<file path="src/rtl/ifu_axi_fetch_if.sv">
// Signal bundle around the instruction-fetch AXI read master.
// It covers the PC-generator request, the AXI4 AR/R channels and the fetch-FIFO write port.
interface ifu_axi_fetch_if #(
    parameter int ADDR_WIDTH = 64,
    parameter int ID_WIDTH   = 4
);
    localparam int FIFO_WIDTH = ADDR_WIDTH + 33;

    logic                  req_valid;
    logic                  req_ready;
    logic [ADDR_WIDTH-1:0] req_addr;

    logic                  arvalid;
    logic                  arready;
    logic [ADDR_WIDTH-1:0] araddr;
    logic [ID_WIDTH-1:0]   arid;
    logic [7:0]            arlen;
    logic [2:0]            arsize;
    logic [1:0]            arburst;

    logic                  rvalid;
    logic                  rready;
    logic [63:0]           rdata;
    logic [1:0]            rresp;
    logic                  rlast;

    logic                  fifo_empty;
    logic                  fifo_write;
    logic [FIFO_WIDTH-1:0] fifo_in;

    modport master (
        input  req_valid, req_addr, arready, rvalid, rdata, rresp, rlast, fifo_empty,
        output req_ready, arvalid, araddr, arid, arlen, arsize, arburst, rready,
               fifo_write, fifo_in
    );

    modport slave (
        output req_valid, req_addr, arready, rvalid, rdata, rresp, rlast, fifo_empty,
        input  req_ready, arvalid, araddr, arid, arlen, arsize, arburst, rready,
               fifo_write, fifo_in
    );
endinterface

</file>
<file path="src/rtl/ifu_axi_fetch.sv">
// Instruction-fetch AXI4 read master: one single-beat read per fetch PC.
// It selects the 32-bit instruction from the 64-bit beat and pushes {pc, inst, err} into the fetch FIFO.
module ifu_axi_fetch #(
    parameter int ADDR_WIDTH = 64,
    parameter int ID_WIDTH   = 4,
    parameter int AXI_ID     = 0
) (
    input  logic            clk,
    input  logic            rst_n,
    input  logic            flush,
    ifu_axi_fetch_if.master bus
);
    typedef enum logic [1:0] {IDLE, ADDR, DATA, PUSH} state_t;

    state_t                state, state_nxt;
    logic                  drop, drop_nxt;
    logic [ADDR_WIDTH-1:0] pc, pc_nxt;
    logic [31:0]           inst, inst_nxt;
    logic                  err, err_nxt;
    logic                  unused_rlast;

    always_ff @(posedge clk) begin
        if (!rst_n) begin
            state <= IDLE;
            drop  <= 1'b0;
            pc    <= '0;
            inst  <= '0;
            err   <= 1'b0;
        end else begin
            state <= state_nxt;
            drop  <= drop_nxt;
            pc    <= pc_nxt;
            inst  <= inst_nxt;
            err   <= err_nxt;
        end
    end

    always_comb begin
        state_nxt      = state;
        drop_nxt       = drop;
        pc_nxt         = pc;
        inst_nxt       = inst;
        err_nxt        = err;
        bus.req_ready  = 1'b0;
        bus.arvalid    = 1'b0;
        bus.rready     = 1'b0;
        bus.fifo_write = 1'b0;
        case (state)
            IDLE: begin
                bus.req_ready = ~flush;
                if (bus.req_valid && !flush) begin
                    pc_nxt    = bus.req_addr;
                    state_nxt = ADDR;
                end
            end
            // A flush here cannot retract arvalid, so the response is marked for discard instead.
            ADDR: begin
                bus.arvalid = 1'b1;
                if (flush)
                    drop_nxt = 1'b1;
                if (bus.arready)
                    state_nxt = DATA;
            end
            DATA: begin
                bus.rready = 1'b1;
                if (bus.rvalid) begin
                    if (drop || flush) begin
                        drop_nxt  = 1'b0;
                        state_nxt = IDLE;
                    end else begin
                        inst_nxt  = pc[2] ? bus.rdata[63:32] : bus.rdata[31:0];
                        err_nxt   = (bus.rresp != 2'b00);
                        state_nxt = PUSH;
                    end
                end else if (flush) begin
                    drop_nxt = 1'b1;
                end
            end
            PUSH: begin
                bus.fifo_write = bus.fifo_empty & ~flush;
                if (flush || bus.fifo_empty)
                    state_nxt = IDLE;
            end
            default: state_nxt = IDLE;
        endcase
    end

    assign bus.araddr  = {pc[ADDR_WIDTH-1:3], 3'b000};
    assign bus.arid    = ID_WIDTH'(AXI_ID);
    assign bus.arlen   = 8'd0;
    assign bus.arsize  = 3'b011;
    assign bus.arburst = 2'b01;
    assign bus.fifo_in = {pc, inst, err};

    // Every read is a single beat, so rlast carries no information.
    assign unused_rlast = bus.rlast;
endmodule
</file>
<file path="src/flat_wrapper.sv">
// flat-port wrapper written by rule: the top's interface ports become plain ports
module ifu_axi_fetch_flat 
#(
    parameter int ADDR_WIDTH = 64,
    parameter int ID_WIDTH   = 4,
    parameter int AXI_ID     = 0
)
  (clk, rst_n, flush, bus_req_valid, bus_req_addr, bus_arready, bus_rvalid, bus_rdata, bus_rresp, bus_rlast, bus_fifo_empty, bus_req_ready, bus_arvalid, bus_araddr, bus_arid, bus_arlen, bus_arsize, bus_arburst, bus_rready, bus_fifo_write, bus_fifo_in);
  ifu_axi_fetch_if #(.ADDR_WIDTH(ADDR_WIDTH), .ID_WIDTH(ID_WIDTH)) bus_i ();
  input  logic clk;
  input  logic rst_n;
  input  logic flush;
  input wire logic [$bits(bus_i.req_valid)-1:0] bus_req_valid;
  input wire logic [$bits(bus_i.req_addr)-1:0] bus_req_addr;
  input wire logic [$bits(bus_i.arready)-1:0] bus_arready;
  input wire logic [$bits(bus_i.rvalid)-1:0] bus_rvalid;
  input wire logic [$bits(bus_i.rdata)-1:0] bus_rdata;
  input wire logic [$bits(bus_i.rresp)-1:0] bus_rresp;
  input wire logic [$bits(bus_i.rlast)-1:0] bus_rlast;
  input wire logic [$bits(bus_i.fifo_empty)-1:0] bus_fifo_empty;
  output wire logic [$bits(bus_i.req_ready)-1:0] bus_req_ready;
  output wire logic [$bits(bus_i.arvalid)-1:0] bus_arvalid;
  output wire logic [$bits(bus_i.araddr)-1:0] bus_araddr;
  output wire logic [$bits(bus_i.arid)-1:0] bus_arid;
  output wire logic [$bits(bus_i.arlen)-1:0] bus_arlen;
  output wire logic [$bits(bus_i.arsize)-1:0] bus_arsize;
  output wire logic [$bits(bus_i.arburst)-1:0] bus_arburst;
  output wire logic [$bits(bus_i.rready)-1:0] bus_rready;
  output wire logic [$bits(bus_i.fifo_write)-1:0] bus_fifo_write;
  output wire logic [$bits(bus_i.fifo_in)-1:0] bus_fifo_in;
  assign bus_i.req_valid = bus_req_valid;
  assign bus_i.req_addr = bus_req_addr;
  assign bus_i.arready = bus_arready;
  assign bus_i.rvalid = bus_rvalid;
  assign bus_i.rdata = bus_rdata;
  assign bus_i.rresp = bus_rresp;
  assign bus_i.rlast = bus_rlast;
  assign bus_i.fifo_empty = bus_fifo_empty;
  assign bus_req_ready = bus_i.req_ready;
  assign bus_arvalid = bus_i.arvalid;
  assign bus_araddr = bus_i.araddr;
  assign bus_arid = bus_i.arid;
  assign bus_arlen = bus_i.arlen;
  assign bus_arsize = bus_i.arsize;
  assign bus_arburst = bus_i.arburst;
  assign bus_rready = bus_i.rready;
  assign bus_fifo_write = bus_i.fifo_write;
  assign bus_fifo_in = bus_i.fifo_in;
  ifu_axi_fetch #(.ADDR_WIDTH(ADDR_WIDTH), .ID_WIDTH(ID_WIDTH), .AXI_ID(AXI_ID)) u_core (.clk(clk), .rst_n(rst_n), .flush(flush), .bus(bus_i));
endmodule
</file>
<file path="config.mk">
export PLATFORM = sky130hd
export DESIGN_NAME = ifu_axi_fetch_flat
export DESIGN_NICKNAME = d
export VERILOG_FILES = /design/src/rtl/ifu_axi_fetch_if.sv /design/src/rtl/ifu_axi_fetch.sv /design/src/flat_wrapper.sv
export SDC_FILE = /design/constraint.sdc
export NUM_CORES = 1
export LEC_CHECK = 0
export CAP_MARGIN = 25
export CORE_ASPECT_RATIO = 1.4
export CORE_MARGIN = 2
export CORE_UTILIZATION = 28
export DETAILED_ROUTE_END_ITERATION = 16
export GPL_TIMING_DRIVEN = 1
export PLACE_DENSITY = 0.65
export REMOVE_ABC_BUFFERS = 1
export SYNTH_ARGS = -nofsm -noshare
export SYNTH_HDL_FRONTEND = slang
export SYNTH_SLANG_ARGS = --single-unit
export TNS_END_PERCENT = 10
</file>
<file path="constraint.sdc">
create_clock -name clk -period 4.99 [get_ports clk]
set_clock_uncertainty 0.2 [all_clocks]
set_input_delay 0.7485 -clock clk [delete_from_list [all_inputs] [get_ports clk]]
set_output_delay 0.7485 -clock clk [all_outputs]
set_load 0.02 [all_outputs]
</file>
==> run summary <==
pwr dens: 330.2 nW/um^2
status: finished, final reports clean
Rows: 56
Worst Path Max Fanout: 10
antenna cells: 0
Starting Density: 0.2876
Die ar.: 18360 sq um
Top Family by Delay on Critical Path: buffers and inverters
slew margin rel.: 0.3931
Reg power frac: 0.374
maximum clock frequency: 320.4 MHz
Mapped Cells: 542
CP Launch Point: flush
CTS tree: done
CP max-delay cell: clkdlybuf4s50_1
Crit. End Element: output pin
Hold Path Class: flip-flop to flip-flop
Crit path largest cell delay: 610 ps
final worst setup slack: 1869 ps
final hold viol count: 0
Hold WS: 256.1 ps
PortBufs: 298
Crit path buffers/inverters: 2
Synthesis Warnings: 0
Layout area overhead: 58.04%
Final period util: 0.6255
Initial DRC Count: 158
worst-case clock buffer depth: 2
Slew Limit Fails: 0
area of the multi-input gates: 2057 sq um
power share of the clock group: 0.285
DP Area: 7337 sq um
Total GRT Usage: 0.1433
Seq/Total Area, Yosys: 0.4139
Design Area, Final: 7645 sq um
routed vias: 4207
Pleak: 3.134 nW
Net Sw Frac: 0.3202
worst skew pair latency: 330 ps
Tightest Pin Transition: 910.3 ps
critical path cell sequence: clkdlybuf4s50_1 -> and3b_1 -> clkdlybuf4s50_1
Detail Placement HPWL: 9.983 mm
Post-CTS Setup Inserts: 0
final setup TNS: 0 ps
Psw: 0.0008082 W
min cycle time layout: 3121 ps
Max Cap Violations: 0
Chip Height: 159.5 um
WL final: 13.42 mm
Syn Area/Cell: 8.925 sq um
Internal: 0.001716 W
GRT Residual Overflow: 0
Max VDD drop: 179.8 uV
drt first pass iters: 4
FF+latch count, synth: 100
Synth cell types: 27
drt wl/cell: 13.93 um
largest net degree at the start of global routing: 65
Register Area: 2003 sq um
nets: 898
RSZ-0062 raised after global routing: no
proportion of layout cells with a drive suffix above 1: 0.03421
pre-CTS setup slack: 1813 ps
DRC Markers: 0
combinational fraction of design power: 0.340
filler instances: 1698
CTS clock-pin slew for the worst setup and hold paths: 70 ps
RePlAce Congestion: 0.7581
initial antenna violation count: 1
CORE AREA: 16820 sq um
Worst Setup Start Kind: primary input
CTS Buf Count: 9
CTS sink cnt: 100
most frequent CP cell: clkdlybuf4s50_1
first-pass GRT wire length: 20.84 mm
vias in the first global route: 3970
Post-CTS Resized: 0
I/O pin total: 320
Hold-fix buffers, CTS: 0
final core occ: 0.4546
hold path startpoint: u_core.pc[1]$_SDFFE_PN0P_
die width: 115.1 um
H-tree depth: 3
RR Startpoint: u_core.state[0]$_SDFFE_PN0P_
Worst EP required: 4040 ps
Via-to-Cell Ratio: 4.369
antenna viol nets, final: 0
CP Class: primary input to output pin
mapped cell area: 4837 sq um
worst path arrival time: 2170 ps
Final Setup Violations: 0
Clock Tree Root: clkbuf_16
==> worst reg2reg max path: cells and delay by family, from the launching register on <==
family	cells	cell delay [ps]
fa+ha+maj	1	290
buf+inv	2	540
flops	1	360
simple gates	2	860
compound gates	1	120
==> synthesized netlist by cell type <==
master,n,share of area
nand3_1,1,0.0010
o221a_1,1,0.0023
nor4bb_1,1,0.0021
nor3b_1,1,0.0016
a21o_1,1,0.0016
nor2b_1,4,0.0052
ha_1,5,0.013
o21ai_0,1,0.0010
nand2b_1,1,0.0013
buf_2,14,0.014
and4bb_2,1,0.0026
mux2i_1,33,0.068
buf_6,6,0.014
a2111oi_4,1,0.0057
nand2_1,163,0.13
nor2_1,3,0.0023
o211a_1,33,0.068
clkbuf_1,11,0.0085
dfxtp_1,100,0.41
or3_1,1,0.0013
buf_4,88,0.14
conb_1,2,0.0016
inv_1,2,0.0016
nand3b_1,1,0.0016
a21boi_1,64,0.099
and3b_1,2,0.0036
a21oi_1,1,0.0010
==> through the flow <==
| step | cells | power [W] |
|---|---|---|
| 6_report | 963 | 0.002524 |
| 5_1_grt | 963 | 0.002675 |
| 4_1_cts | 963 | 0.002581 |
| 3_5_place_dp | 947 | 0.001837 |
| 3_3_place_gp | 947 | 0.001832 |
| 2_1_floorplan | 441 | 0.001380 |
==> registers in the layout (all words and copies together), names as in the netlist <==
register,count
u_core.err,1
u_core.state,2
u_core.pc,64
u_core.drop,1
u_core.inst,32
==> worst paths after layout <==
kind                                                   end  slack, ps  cells after the start
worst min register to register   u_core.pc[1]$_SDFFE_PN0P_        260                      2
worst max-delay path                        bus_fifo_write       1870                      3
worst max register to register  u_core.pc[59]$_SDFFE_PN0P_       2540                      6
worst min-delay path             u_core.pc[1]$_SDFFE_PN0P_        260                      2
==> layer usage <==
metal	share of wire	track usage
met5	0.0010	0
met4	0.011	0.03560
met3	0.090	0.04872
met2	0.52	0.2655
met1	0.38	0.1525
==> logic make-up (layout without fill, tap and decap cells) <==
family                   Yosys count  in the layout  share of synthesized area
AO/OA/AOI/OAI                    102            102                     0.1793
adder cells (fa/ha/maj)            5              5                    0.01293
buffers and inverters            121            321                     0.1751
flip-flops                       100            100                     0.4139
multiplexers                      33             33                    0.06829
other                              2             20                   0.001553
AND/OR/NAND/NOR                  179            179                     0.1490
==> layout by cell type (no fill, tap or decap), drive strengths merged <==
cell           instances
clkdlybuf4s50        297
nand2                163
dfxtp                100
a21boi                64
mux2i                 33
o211a                 33
conb                  20
clkbuf                10
buf                    6
ha                     5
inv                    5
nor2b                  4
nor2                   3
and3b                  2
nand3b                 1
nand2b                 1
nor3b                  1
a2111oi                1
a21o                   1
or3                    1
o221a                  1
and4bb                 1
a21oi                  1
nand3                  1
nor4bb                 1
o21ai                  1
bufinv                 1
clkinv                 1
clkinvlp               1
==> final cells by class <==
class,instances,share of cell area
clock buffers,10,0.03126
clock inverters,6,0.009002
multi-input cells,339,0.2691
flip-flops and latches,100,0.2620
repair buffers,303,0.3944
inverters,2,0.0009820
well taps,203,0.03322
==> power groups by stage <==
stage	Clock (W)	Sequential [W]	Combinational (W)
finish	0.000720	0.000945	0.000859
global route	0.000789	0.000957	0.000929
CTS	0.000759	0.000947	0.000875
detailed placement	0	0.000965	0.000872
global placement	0	0.000962	0.000870
floorplan	0	0.00111	0.000267
Note: power is estimated with default switching activity, not from simulation.
